==> config.mk <==
export PLATFORM = sky130hd
export DESIGN_NAME = imem_arbiter_flat
export DESIGN_NICKNAME = d
export VERILOG_FILES = /design/src/rtl/imem_arbiter_if.sv /design/src/rtl/imem_arbiter.sv /design/src/flat_wrapper.sv
export SDC_FILE = /design/constraint.sdc
export NUM_CORES = 1
export LEC_CHECK = 0
export CAP_MARGIN = 20
export CORE_ASPECT_RATIO = 0.9
export CORE_UTILIZATION = 33
export CTS_CLUSTER_SIZE = 30
export DETAILED_ROUTE_END_ITERATION = 8
export PLACE_DENSITY = 0.81
export SLEW_MARGIN = 20
export SYNTH_ARGS = -nofsm -noshare
export SYNTH_HDL_FRONTEND = slang
export SYNTH_SLANG_ARGS = --single-unit
==> constraint.sdc <==
create_clock -name clk -period 5.2 [get_ports clk]
set_clock_uncertainty 0.05 [all_clocks]
set_input_delay 1.3 -clock clk [delete_from_list [all_inputs] [get_ports clk]]
set_output_delay 1.3 -clock clk [all_outputs]
set_load 0.005 [all_outputs]
==> src/rtl/imem_arbiter_if.sv <==
// Bundle between the fetch/loader requesters, the arbiter and the instruction memory.
interface imem_arbiter_if #(
  parameter int ADDR_W = 8,
  parameter int DATA_W = 32
);
  logic              f_req;
  logic [31:0]       f_addr;
  logic              f_gnt;
  logic              f_rvalid;
  logic [DATA_W-1:0] f_rdata;

  logic              l_req;
  logic              l_we;
  logic              l_lock;
  logic [31:0]       l_addr;
  logic [DATA_W-1:0] l_wdata;
  logic              l_gnt;
  logic              l_rvalid;
  logic [DATA_W-1:0] l_rdata;

  logic              mem_en;
  logic              mem_we;
  logic [ADDR_W-1:0] mem_addr;
  logic [DATA_W-1:0] mem_wdata;
  logic [DATA_W-1:0] mem_rdata;

  logic              err;
  logic              busy;

  modport slave (
    input  f_req, f_addr, l_req, l_we, l_lock, l_addr, l_wdata, mem_rdata,
    output f_gnt, f_rvalid, f_rdata, l_gnt, l_rvalid, l_rdata,
           mem_en, mem_we, mem_addr, mem_wdata, err, busy
  );

  modport master (
    output f_req, f_addr, l_req, l_we, l_lock, l_addr, l_wdata, mem_rdata,
    input  f_gnt, f_rvalid, f_rdata, l_gnt, l_rvalid, l_rdata,
           mem_en, mem_we, mem_addr, mem_wdata, err, busy
  );
endinterface

==> src/rtl/imem_arbiter.sv <==
// Two-requester (fetch / loader) arbiter for a 1-cycle-latency single-port instruction memory.
// Define IMEM_ARB_RR_EN for round-robin arbitration; default is fixed loader priority.
module imem_arbiter #(
  parameter int ADDR_W = 8,
  parameter int DATA_W = 32
) (
  input logic          clk,
  input logic          reset,
  imem_arbiter_if.slave bus
);

  typedef enum logic [1:0] {OWN_NONE, OWN_FETCH, OWN_LOAD} owner_e;
  typedef enum logic {UNLOCKED, LOCKED} lock_e;

  owner_e            own_q, own_d;
  lock_e             lock_q, lock_d;
  logic              mis_q, mis_d;
  logic              err_q, err_d;
  logic [DATA_W-1:0] f_rdata_q, f_rdata_d;
  logic [DATA_W-1:0] l_rdata_q, l_rdata_d;
`ifdef IMEM_ARB_RR_EN
  logic              rr_q, rr_d;  // 1: fetch wins the next conflict
`endif

  logic              f_gnt, l_gnt, any_gnt, gnt_mis;
  logic [31:0]       gnt_addr;
  logic [DATA_W-1:0] rd_word;
  logic              unused_addr_hi;

  always_ff @(posedge clk or posedge reset) begin
    if (reset) begin
      own_q     <= OWN_NONE;
      lock_q    <= UNLOCKED;
      mis_q     <= 1'b0;
      err_q     <= 1'b0;
      f_rdata_q <= '0;
      l_rdata_q <= '0;
`ifdef IMEM_ARB_RR_EN
      rr_q      <= 1'b0;
`endif
    end else begin
      own_q     <= own_d;
      lock_q    <= lock_d;
      mis_q     <= mis_d;
      err_q     <= err_d;
      f_rdata_q <= f_rdata_d;
      l_rdata_q <= l_rdata_d;
`ifdef IMEM_ARB_RR_EN
      rr_q      <= rr_d;
`endif
    end
  end

  always_comb begin
    f_gnt = 1'b0;
    l_gnt = 1'b0;
    if (!reset) begin
      if (lock_q == LOCKED) begin
        l_gnt = bus.l_req;
      end else if (bus.l_req && bus.f_req) begin
`ifdef IMEM_ARB_RR_EN
        f_gnt = rr_q;
        l_gnt = !rr_q;
`else
        l_gnt = 1'b1;
`endif
      end else begin
        l_gnt = bus.l_req;
        f_gnt = bus.f_req;
      end
    end
  end

  always_comb begin
    any_gnt        = f_gnt || l_gnt;
    gnt_addr       = l_gnt ? bus.l_addr : bus.f_addr;
    gnt_mis        = any_gnt && (gnt_addr[1:0] != 2'b00);
    unused_addr_hi = ^gnt_addr[31:ADDR_W+2];

    bus.f_gnt     = f_gnt;
    bus.l_gnt     = l_gnt;
    bus.mem_en    = any_gnt && !gnt_mis;
    bus.mem_we    = bus.mem_en && l_gnt && bus.l_we;
    bus.mem_addr  = bus.mem_en ? gnt_addr[ADDR_W+1:2] : '0;
    bus.mem_wdata = l_gnt ? bus.l_wdata : '0;

    // Memory data is forwarded in the rvalid cycle and captured so it holds afterwards.
    rd_word   = mis_q ? '0 : bus.mem_rdata;
    f_rdata_d = (own_q == OWN_FETCH) ? rd_word : f_rdata_q;
    l_rdata_d = (own_q == OWN_LOAD)  ? rd_word : l_rdata_q;

    bus.f_rvalid = (own_q == OWN_FETCH);
    bus.l_rvalid = (own_q == OWN_LOAD);
    bus.f_rdata  = f_rdata_d;
    bus.l_rdata  = l_rdata_d;
    bus.busy     = (own_q != OWN_NONE);
    bus.err      = err_q;

    own_d = OWN_NONE;
    if (f_gnt) begin
      own_d = OWN_FETCH;
    end else if (l_gnt && !bus.l_we) begin
      own_d = OWN_LOAD;
    end
    mis_d = gnt_mis;
    err_d = gnt_mis;

    lock_d = lock_q;
    if (lock_q == LOCKED && !bus.l_lock) begin
      lock_d = UNLOCKED;
    end else if (l_gnt && bus.l_lock) begin
      lock_d = LOCKED;
    end

`ifdef IMEM_ARB_RR_EN
    rr_d = rr_q;
    if (l_gnt) begin
      rr_d = 1'b1;
    end else if (f_gnt) begin
      rr_d = 1'b0;
    end
`endif
  end

endmodule

==> src/flat_wrapper.sv <==
// flat-port wrapper written by rule: the top's interface ports become plain ports
module imem_arbiter_flat 
#(
  parameter int ADDR_W = 8,
  parameter int DATA_W = 32
)
  (clk, reset, bus_f_req, bus_f_addr, bus_l_req, bus_l_we, bus_l_lock, bus_l_addr, bus_l_wdata, bus_mem_rdata, bus_f_gnt, bus_f_rvalid, bus_f_rdata, bus_l_gnt, bus_l_rvalid, bus_l_rdata, bus_mem_en, bus_mem_we, bus_mem_addr, bus_mem_wdata, bus_err, bus_busy);
  imem_arbiter_if #(.ADDR_W(ADDR_W), .DATA_W(DATA_W)) bus_i ();
  input logic clk;
  input logic reset;
  input wire logic [$bits(bus_i.f_req)-1:0] bus_f_req;
  input wire logic [$bits(bus_i.f_addr)-1:0] bus_f_addr;
  input wire logic [$bits(bus_i.l_req)-1:0] bus_l_req;
  input wire logic [$bits(bus_i.l_we)-1:0] bus_l_we;
  input wire logic [$bits(bus_i.l_lock)-1:0] bus_l_lock;
  input wire logic [$bits(bus_i.l_addr)-1:0] bus_l_addr;
  input wire logic [$bits(bus_i.l_wdata)-1:0] bus_l_wdata;
  input wire logic [$bits(bus_i.mem_rdata)-1:0] bus_mem_rdata;
  output wire logic [$bits(bus_i.f_gnt)-1:0] bus_f_gnt;
  output wire logic [$bits(bus_i.f_rvalid)-1:0] bus_f_rvalid;
  output wire logic [$bits(bus_i.f_rdata)-1:0] bus_f_rdata;
  output wire logic [$bits(bus_i.l_gnt)-1:0] bus_l_gnt;
  output wire logic [$bits(bus_i.l_rvalid)-1:0] bus_l_rvalid;
  output wire logic [$bits(bus_i.l_rdata)-1:0] bus_l_rdata;
  output wire logic [$bits(bus_i.mem_en)-1:0] bus_mem_en;
  output wire logic [$bits(bus_i.mem_we)-1:0] bus_mem_we;
  output wire logic [$bits(bus_i.mem_addr)-1:0] bus_mem_addr;
  output wire logic [$bits(bus_i.mem_wdata)-1:0] bus_mem_wdata;
  output wire logic [$bits(bus_i.err)-1:0] bus_err;
  output wire logic [$bits(bus_i.busy)-1:0] bus_busy;
  assign bus_i.f_req = bus_f_req;
  assign bus_i.f_addr = bus_f_addr;
  assign bus_i.l_req = bus_l_req;
  assign bus_i.l_we = bus_l_we;
  assign bus_i.l_lock = bus_l_lock;
  assign bus_i.l_addr = bus_l_addr;
  assign bus_i.l_wdata = bus_l_wdata;
  assign bus_i.mem_rdata = bus_mem_rdata;
  assign bus_f_gnt = bus_i.f_gnt;
  assign bus_f_rvalid = bus_i.f_rvalid;
  assign bus_f_rdata = bus_i.f_rdata;
  assign bus_l_gnt = bus_i.l_gnt;
  assign bus_l_rvalid = bus_i.l_rvalid;
  assign bus_l_rdata = bus_i.l_rdata;
  assign bus_mem_en = bus_i.mem_en;
  assign bus_mem_we = bus_i.mem_we;
  assign bus_mem_addr = bus_i.mem_addr;
  assign bus_mem_wdata = bus_i.mem_wdata;
  assign bus_err = bus_i.err;
  assign bus_busy = bus_i.busy;
  imem_arbiter #(.ADDR_W(ADDR_W), .DATA_W(DATA_W)) u_core (.clk(clk), .reset(reset), .bus(bus_i));
endmodule
# After elaboration in Yosys (flattened, before gate mapping)
# Index checks and enable logic that the tools add are counted.
[word_totals]
register_bits = 68
in_bits = 134
output_inout_bits = 112
word_cells = 38
[op_classes]
eq_ne = 2
n_mux = 16
n_reduce_logical = 15
[ops]
columns = ["op", "n"]
rows = [
  ["2-to-1 mux 32 bit", 4],
  ["2-to-1 mux 10 bit", 1],
  ["logical AND 1 bit", 8],
  ["2-to-1 mux 1 bit", 8],
  ["2-to-1 mux 8 bit", 1],
  ["nonzero test 2 bit", 3],
  ["2-to-1 mux 2 bit", 2],
  ["zero test 1 bit", 3],
  ["equality test 2 x 1 -> 1 bit, second input constant", 1],
  ["equality test 2 bit, second input constant", 1],
  ["logical OR 1 bit", 1],
]

# Depth between registers and ports, before layout
[depth]
word_depth = 11
depth_mapped = 5
depth_no_buf = 3

# Worst setup path after synthesis
# Ideal clock, no wire load.
[synth_timing]
path_kind = "input -> output"
from = "in reset"
to = "out bus_mem_addr[0]"
t_arrival_ns = 3.628
t_required_ns = 3.850
path_slack_ns = 0.222
path_stages = 3
n_path_buf = 0
path_cell_list = "inv_1 -> o21ai_1 -> nor3_1"
[synth_via]
elab_chain_len = 7
elab_cells_between_ends = 9
classes_between = "mux: 4; reduce/logical: 5"
[synth_rtl]
columns = ["item", "line_no", "source"]
rows = [
  ["start, declared", "flat_wrapper.sv:10", "input logic reset;"],
  ["2-to-1 mux 1 bit", "imem_arbiter.sv:57", "if (!reset) begin"],
  ["2-to-1 mux 10 bit", "imem_arbiter.sv:76", "gnt_addr = l_gnt ? bus.l_addr : bus.f_addr;"],
  ["nonzero test 2 bit", "imem_arbiter.sv:77", "gnt_mis = any_gnt && (gnt_addr[1:0] != 2'b00);"],
  ["logical AND 1 bit", "imem_arbiter.sv:77", ""],
  ["zero test 1 bit", "imem_arbiter.sv:82", "bus.mem_en = any_gnt && !gnt_mis;"],
  ["logical AND 1 bit", "imem_arbiter.sv:82", ""],
  ["2-to-1 mux 8 bit (*)", "imem_arbiter.sv:84", "bus.mem_addr = bus.mem_en ? gnt_addr[ADDR_W+1:2] : '0;"],
  ["end, declared", "flat_wrapper.sv:27", "output wire logic [$bits(bus_i.mem_addr)-1:0] bus_mem_addr;"],
]
# Every way passes the cells marked *; elsewhere a longest branch is shown, timed or not.

# Worst setup path in the final report
[layout_timing]
from = "in bus_l_req"
to = "out bus_mem_addr[7]"
[layout_via]
elab_chain_len = 10
elab_cells_between_ends = 14
classes_between = "mux: 8; reduce/logical: 6"
[layout_rtl]
columns = ["item", "line_no", "source"]
rows = [
  ["start, declared", "flat_wrapper.sv:13", "input wire logic [$bits(bus_i.l_req)-1:0] bus_l_req;"],
  ["logical AND 1 bit", "imem_arbiter.sv:60", "end else if (bus.l_req && bus.f_req) begin"],
  ["2-to-1 mux 1 bit", "imem_arbiter.sv:60", ""],
  ["2-to-1 mux 1 bit", "imem_arbiter.sv:58", "if (lock_q == LOCKED) begin"],
  ["2-to-1 mux 1 bit", "imem_arbiter.sv:57", ""],
  ["2-to-1 mux 10 bit", "imem_arbiter.sv:76", ""],
  ["nonzero test 2 bit", "imem_arbiter.sv:77", ""],
  ["logical AND 1 bit", "imem_arbiter.sv:77", ""],
  ["zero test 1 bit", "imem_arbiter.sv:82", ""],
  ["logical AND 1 bit", "imem_arbiter.sv:82", ""],
  ["2-to-1 mux 8 bit (*)", "imem_arbiter.sv:84", ""],
]
# Marked as above.

==> out/qor.yml <==
ys_seq_area_share_pct: 56.5
relSlewSlack_pct: 36.7
ff2ff_setup_slack_ns: 3.37
stdcell_count: 635
yosysWarnings: 0
path_clk_slew_ns: 0.07
cts_tree: "yes"
fp.dieArea_mm2: 0.00951
cts_resized: 0
timing.rr.start: "u_core.own_q[0]$_DFF_PP0_"
worst_pin_slew_ns: 0.950
drc_errors: 0
cts_root_buf: "clkbuf_8"
startpoint_type: "primary input"
place_hpwl_um: 7110
syn_to_final_growth_pct: 75.8
fp.dieH_um: 92.6
finalSetupViolations: 0
p_leak_nw: 2.25
drv_cap: 0
layout_commonest_cell: "clkdlybuf4s50_1"
holdPathStages: 2
ys_ff_latch: 68
dp_cells: 620
drive_above_1_share_pct: 5.23
grt_pass1_wl_um: 14600
numCtsBuffers: 9
fin_crit_ns: 4.68
powerDensity_mw_per_mm2: 295
core-area_mm2: 0.00873
io_pins: 246
track_usage_pct: 20.4
die_x_um: 103
clk-insertion-delay-late_ns: 0.32
rows: 32
nets: 646
ant_nets: 0
cts_max_level: 3
worstHoldStart: "u_core.f_rdata_q[10]$_DFF_PP0_"
portBuffers: 201
r2r_end: "u_core.l_rdata_q[21]$_DFF_PP0_"
dr.pass1.iters: 4
status: "complete, no violations"
netlist_instances: 316
worstPathRequired_ns: 3.85
routed_wl_um: 9400
max-vdd-ir-drop_mv: 0.119
drv_slew: 0
synthesis.nets: 450
hp-class: "flop to flop"
grt_pass1_vias: 3007
final_cell_mix: "201 x clkdlybuf4s50_1, 68 x dfrtp_1, 65 x o21ai_1"
vias_per_cell: 4.50
post_cts_buffers: 0
cts_sinks: 68
cp_data_arrival_time_ns: 3.33
finalSetupTns_ns: 0
critPathMaxFanout: 28
grt_overflow: 0
rr_worst_depth: 4
grt_start_max_net_pins: 69
avgSynthCellArea_um2: 9.53
initial_utilization_pct: 34.5
holdPathEnd: "u_core.f_rdata_q[10]$_DFF_PP0_"
critPathCaptureType: "output port"
antenna_found_initial: 0
num_antenna_cells: 0
yosysUniqueCellTypes: 22
clock.fmax_mhz: 214
finalHoldViolCount: 0
holdBufCountCts: 0
wire_per_inst_um: 14.8
drtIter0Drc: 72
worstSetupPathType: "primary input to output port"
synth_area_mm2: 0.00301
num_vias: 2856
gp_congestion: 0.738
rsz0062_at_grt: "no"
clockBufferDepth: 2
finalCritPeriodShare_pct: 90.0
## worst max-delay path, stage by stage
cell             delay, ns
clkdlybuf4s50_1       0.49
nor2b_2               0.34
buf_4                 0.35
mux2i_1               0.11
nor3_1                0.17
clkdlybuf4s50_1       0.56
## synth_stat cells
| master | n | area, um2 |
|---|---|---|
| mux2i_4 | 1 | 22.5 |
| mux2i_1 | 8 | 80.1 |
| clkbuf_1 | 7 | 26.3 |
| nor2b_1 | 2 | 12.5 |
| nand2b_1 | 34 | 213 |
| nand2_1 | 64 | 240 |
| inv_1 | 1 | 3.75 |
| inv_2 | 2 | 7.51 |
| buf_6 | 1 | 11.3 |
| nor2_1 | 3 | 11.3 |
| o21ai_1 | 65 | 325 |
| nor3b_1 | 1 | 7.51 |
| and2_1 | 32 | 200 |
| and2b_1 | 1 | 7.51 |
| dfrtp_1 | 68 | 1700 |
| and3_1 | 1 | 6.26 |
| buf_2 | 13 | 65.1 |
| nor2b_2 | 1 | 8.76 |
| o21a_1 | 1 | 7.51 |
| nor3_1 | 8 | 40.0 |
| or2_1 | 1 | 6.26 |
| buf_4 | 1 | 7.51 |
## per-layer routing
| metal | global-route usage (%) | wire length, um | vias to the layer above |
|---|---|---|---|
| met5 | 0 | 0 | - |
| met4 | 5.24 | 119 | 0 |
| met3 | 8.00 | 647 | 8 |
| met2 | 38.3 | 5150 | 108 |
| met1 | 20.7 | 3480 | 1320 |
| li1 | - | - | 1420 |
## registers in the layout, indices dropped and copies added (netlist names)
register	cells
u_core.f_rdata_q	32
u_core.l_rdata_q	32
u_core.own_q	2
u_core.lock_q	1
u_core.mis_q	1
## cell families (layout without fill, tap and decap cells)
logic type      after synthesis  count (layout)  share of synthesized area, %
compound gates               66              66                          11.1
buf+inv                      25             225                          4.03
flops                        68              68                          56.5
mux                           9               9                          3.41
simple gates                148             148                          25.0
## power breakdown
part	leakage, nW	internal, W	total [W]	switching, W
Combinational	1.30	0.000306	0.000497	0.000192
Sequential	0.857	0.000628	0.000660	0.0000319
Clock	0.0959	0.000217	0.000403	0.000186
Total	2.25	0.00115	0.00156	0.000409
## cell type report
cell class / instances / area, um2
clock buffers: 10 / 128
fillers: 753 / 3430
flip-flops and latches: 68 / 1700
inverters: 3 / 11.3
multi-input cells: 223 / 1190
clock inverters: 5 / 53.8
well taps: 119 / 149
repair buffers: 207 / 2060
## metrics by stage
step	setup WS, ns	util, %	power, W	area [um2]	hold WS [ns]
2_1_floorplan	0.222	-	0.000833	3010	0.415
5_1_grt	0.258	60.7	0.00166	5290	0.464
4_1_cts	0.494	60.7	0.00159	5290	0.450
6_report	0.520	60.7	0.00156	5290	0.445
3_3_place_gp	0.513	58.6	0.00116	5110	0.425
3_5_place_dp	0.512	58.6	0.00117	5110	0.434
## worst max path at each step
stage / from / to / cells after the start
global placement: bus_l_req / bus_mem_addr[4] / 6
detailed placement: bus_l_req / bus_mem_addr[4] / 6
global route: bus_l_req / bus_mem_addr[4] / 6
floorplan: reset / bus_mem_addr[0] / 3
CTS: bus_l_req / bus_mem_addr[4] / 6
finish: bus_l_req / bus_mem_addr[7] / 6
No activity file was read; power rests on OpenSTA's default activity.
==> patch 1 (same settings) <==
`DATA_W` is set to 32 in 3 places; all go to 48.
--- a/src/rtl/imem_arbiter_if.sv
+++ b/src/rtl/imem_arbiter_if.sv
@@ -3,3 +3,3 @@
   parameter int ADDR_W = 8,
-  parameter int DATA_W = 32
+  parameter int DATA_W = 48
 );
--- a/src/rtl/imem_arbiter.sv
+++ b/src/rtl/imem_arbiter.sv
@@ -4,3 +4,3 @@
   parameter int ADDR_W = 8,
-  parameter int DATA_W = 32
+  parameter int DATA_W = 48
 ) (
--- a/src/flat_wrapper.sv
+++ b/src/flat_wrapper.sv
@@ -4,3 +4,3 @@
   parameter int ADDR_W = 8,
-  parameter int DATA_W = 32
+  parameter int DATA_W = 48
 )
Ports: changed (5 resized); port bits go from 246 to 326. The function was not compared with the original's and may differ.
==> patch 1 against the original RTL <==
Power increased by 51%. Largest power group unchanged. Fmax shrank 0.25%. Sequential cell count is 32 higher. Synthesized area is 44% higher. Hold slack lost 0.0020 ns. Global-route usage grew 1.8 points. First-iteration DRC count grew to 2.6 times the old value. Wire length increased by 58%. Design area is 43% higher. Worst setup slack got worse by 0.012 ns.
==> patch 1: results (changes against the original RTL) <==
[synth]
synthTopCellsByArea=dfrtp_1 58%, o21ai_0 8.6%, nand2_1 8.3%, nand2b_1 7.2%, and2_1 6.9%
syn_avg_cell_area_um2=9.54  ; +0.13%
synth_fp_nets=622  ; +38%
netlist_top_cells_count=100 x dfrtp_1, 96 x nand2_1, 75 x o21ai_0
yosys.cell_types.count=21  ; -4.5%
ys_seq_area_share_pct=57.5  ; +1.0 points

[global_routing]
globalRouteTotalUtil_pct=22.3  ; +1.8 points
grtUsageMet1_pct=24.2  ; +3.5 points
grt_use_met3_pct=5.25  ; -2.8 points
grtUsageMet2_pct=40.6  ; +2.2 points
antenna_found_initial=2  ; +2
grt_pass1_vias=4238  ; +41%

[power]
ir_worst_vdd_mv=0.189  ; +59%
p_sw_share_pct=26.3  ; +0.062 points
p_leak_nw=3.25  ; +44%

[run_status]
status=completed

[detailed_routing]
wl_per_cell_um=16.6  ; +12%
num_vias=4076  ; +43%
drt-initial-drc-count=185  ; +160%

[finish]
stdcell_count=893  ; +41%
drive_above_1_share_pct=4.13  ; -1.1 points

[setup_path]
worst-path-max-fanout=17  ; -39%

[cts]
cts_root_buf=clkbuf_16

[timing]
tightest_slew_ns=0.729  ; -0.220 ns

[place]
post-place-ws_ns=0.504  ; -0.00793 ns

==> patch 1: cell count changes after synthesis, sizes merged <==
cell,change
dfrtp,+32
nand2,+32
o21ai,+32
and2,+16
nand2b,+16
clkbuf,+11
and2b,-1
buf,+1
nor2b,+1
==> patch 1: cell families (layout without fill, tap and decap cells) <==
| kind of cell | Yosys count | count (layout) | share of synthesized area, % |
|---|---|---|---|
| AO/OA/AOI/OAI | 98 | 98 | 11.3 |
| buffers and inverters | 37 | 308 | 4.05 |
| flip-flops | 100 | 100 | 57.5 |
| multiplexers | 9 | 9 | 2.36 |
| other | 0 | 2 | 0 |
| AND/OR/NAND/NOR | 212 | 212 | 24.8 |
==> patch 1: metal layers <==
| metal | wire length (um) | vias to the layer above |
|---|---|---|
| met4 | 466 | 0 |
| met1 | 5670 | 1876 |
| met2 | 7820 | 165 |
| met5 | 0 | - |
| li1 | - | 2010 |
| met3 | 889 | 25 |
==> patch 1: path summary, 6_finish.rpt <==
path                                 startpoint                    to  slack (ns)  cells after the start
min in group asynchronous                 reset         u_core.lock_q        1.54                      3
max in group asynchronous                 reset  u_core.f_rdata_q[24]        2.42                      4
hold / removal             u_core.l_rdata_q[36]  u_core.l_rdata_q[36]        0.44                      2
hold reg to reg            u_core.l_rdata_q[36]  u_core.l_rdata_q[36]        0.44                      2
setup / recovery                          reset       bus_mem_addr[0]        0.51                      6
setup reg to reg                u_core.own_q[0]  u_core.l_rdata_q[17]        3.51                      4
==> patch 1: area by class of cell <==
class	count	area, um^2
antenna	2	5.00
clock buffer	9	225
clock inverter	7	73.8
fill	1056	5190
inverter	3	15.0
multi-input combinational	319	1680
sequential	100	2500
tap	164	205
timing repair buffer	289	2890
==> patch 2 (config.mk and constraints unchanged) <==
Without the edit above. Reset style: synchronous (`reset`), changed in one clocked block.
--- a/src/rtl/imem_arbiter.sv
+++ b/src/rtl/imem_arbiter.sv
@@ -29,3 +29,3 @@
 
-  always_ff @(posedge clk or posedge reset) begin
+  always_ff @(posedge clk) begin
     if (reset) begin
Check against the original RTL: differs if reset is asserted again (counterexample within 4 cycles, from zero or initial values and one cycle with reset high); with reset held inactive, the same outputs for 10 cycles.
==> patch 2 against the original RTL <==
Hold slack worse by 0.00082 ns. Wire length up 7.5%. Critical endpoint is now bus_mem_addr[2]. Sequential cell count stayed put. Design area rose by 4.6%. Synthesized area up 8.5%. Critical path depth unchanged. Worst setup slack lost 0.10 ns. Synthesized cell count rose by 21%. Power decreased by 24%.
==> patch 2: results (changes against the original RTL) <==
[global_routing]
grt_pass1_vias=3042  ; +1.2%
globalRouteTotalUtil_pct=19.3  ; -1.2 points
grt_max_degree=45  ; -35%

[setup_path]
reg2reg_depth=3  ; -1
cp-endpoint=bus_mem_addr[2]
rrSetupSlack_ns=3.63  ; +0.26 ns
cp_data_arrival_time_ns=3.43  ; +0.10 ns

[hold_path]
holdPathEnd=u_core.f_rdata_q[20]
min-delay-start=u_core.f_rdata_q[20]

[synth]
ys_async_sr_fraction_pct=0  ; -100 points
synth_fp_nets=517  ; +15%
netlist_top_cells_count=72 x mux2i_1, 68 x dfxtp_1, 68 x nor2_1
synth_mux_area_share_pct=22.7  ; +19 points
yosys.cell_types.count=20  ; -9.1%
synthFlopType=dfxtp_1
synth-compound-area-share_pct=0.230  ; -11 points

[detailed_routing]
wl_per_cell_um=14.2  ; -3.8%
drt-vias-per-instance=4.39  ; -2.3%
drt-initial-drc-count=96  ; +33%

[finish]
drive_above_1_share_pct=4.63  ; -0.60 points
nNetsFinal=712  ; +10%

[place]
place.gp.congestion=0.833  ; +13%
hpwl_um=7680  ; +8.1%

[power]
ir_worst_vdd_mv=0.145  ; +22%

[timing]
tightest_slew_ns=0.629  ; -0.321 ns

[run_status]
status=completed

[patch 2: cell families after synthesis]
logic type | after synthesis
flops | 68
mux | 73
buf+inv | 90
compound gates | 1
simple gates | 151
[patch 2: critical path, cell delays in order]
cell,delay [ns]
clkdlybuf4s50_1,0.59
nor2b_2,0.45
buf_4,0.28
mux2i_1,0.10
nor3_1,0.17
clkdlybuf4s50_1,0.54
[patch 2: area by class of cell]
type	instances	area share [%]
clock buffers	12	2.62
flip-flops and latches	68	24.6
clock inverters	4	0.452
well taps	126	2.85
multi-input cells	225	27.8
repair buffers	208	37.2
inverters	66	4.48
[patch 2: metrics by stage]
stage	power [mW]	instance area [um^2]	hold WS, ns	setup slack (ns)	std cells
floorplan	0.657	3270	0.395	1.76	383
global placement	0.816	5360	0.424	0.492	693
detailed placement	0.821	5360	0.434	0.431	693
CTS	1.20	5530	0.452	0.407	709
global route	1.24	5540	0.468	0.283	709
finish	1.19	5540	0.444	0.419	709
[patch 2: power groups by stage]
stage	clock [mW]	sequential (mW)	combinational [mW]
floorplan	0	0.552	0.105
global placement	0	0.553	0.263
global route	0.413	0.543	0.288
finish	0.378	0.542	0.266
detailed placement	0	0.554	0.267
CTS	0.390	0.542	0.269
[patch 2: metal layers]
metal / share of wire (%) / track usage [%] / vias to the layer above
met1: 41 / 21.7 / 1434
met5: 0 / 0 / -
met3: 8.5 / 7.11 / 9
met2: 48 / 33.8 / 120
met4: 1.7 / 6.74 / 0
li1: - / - / 1552
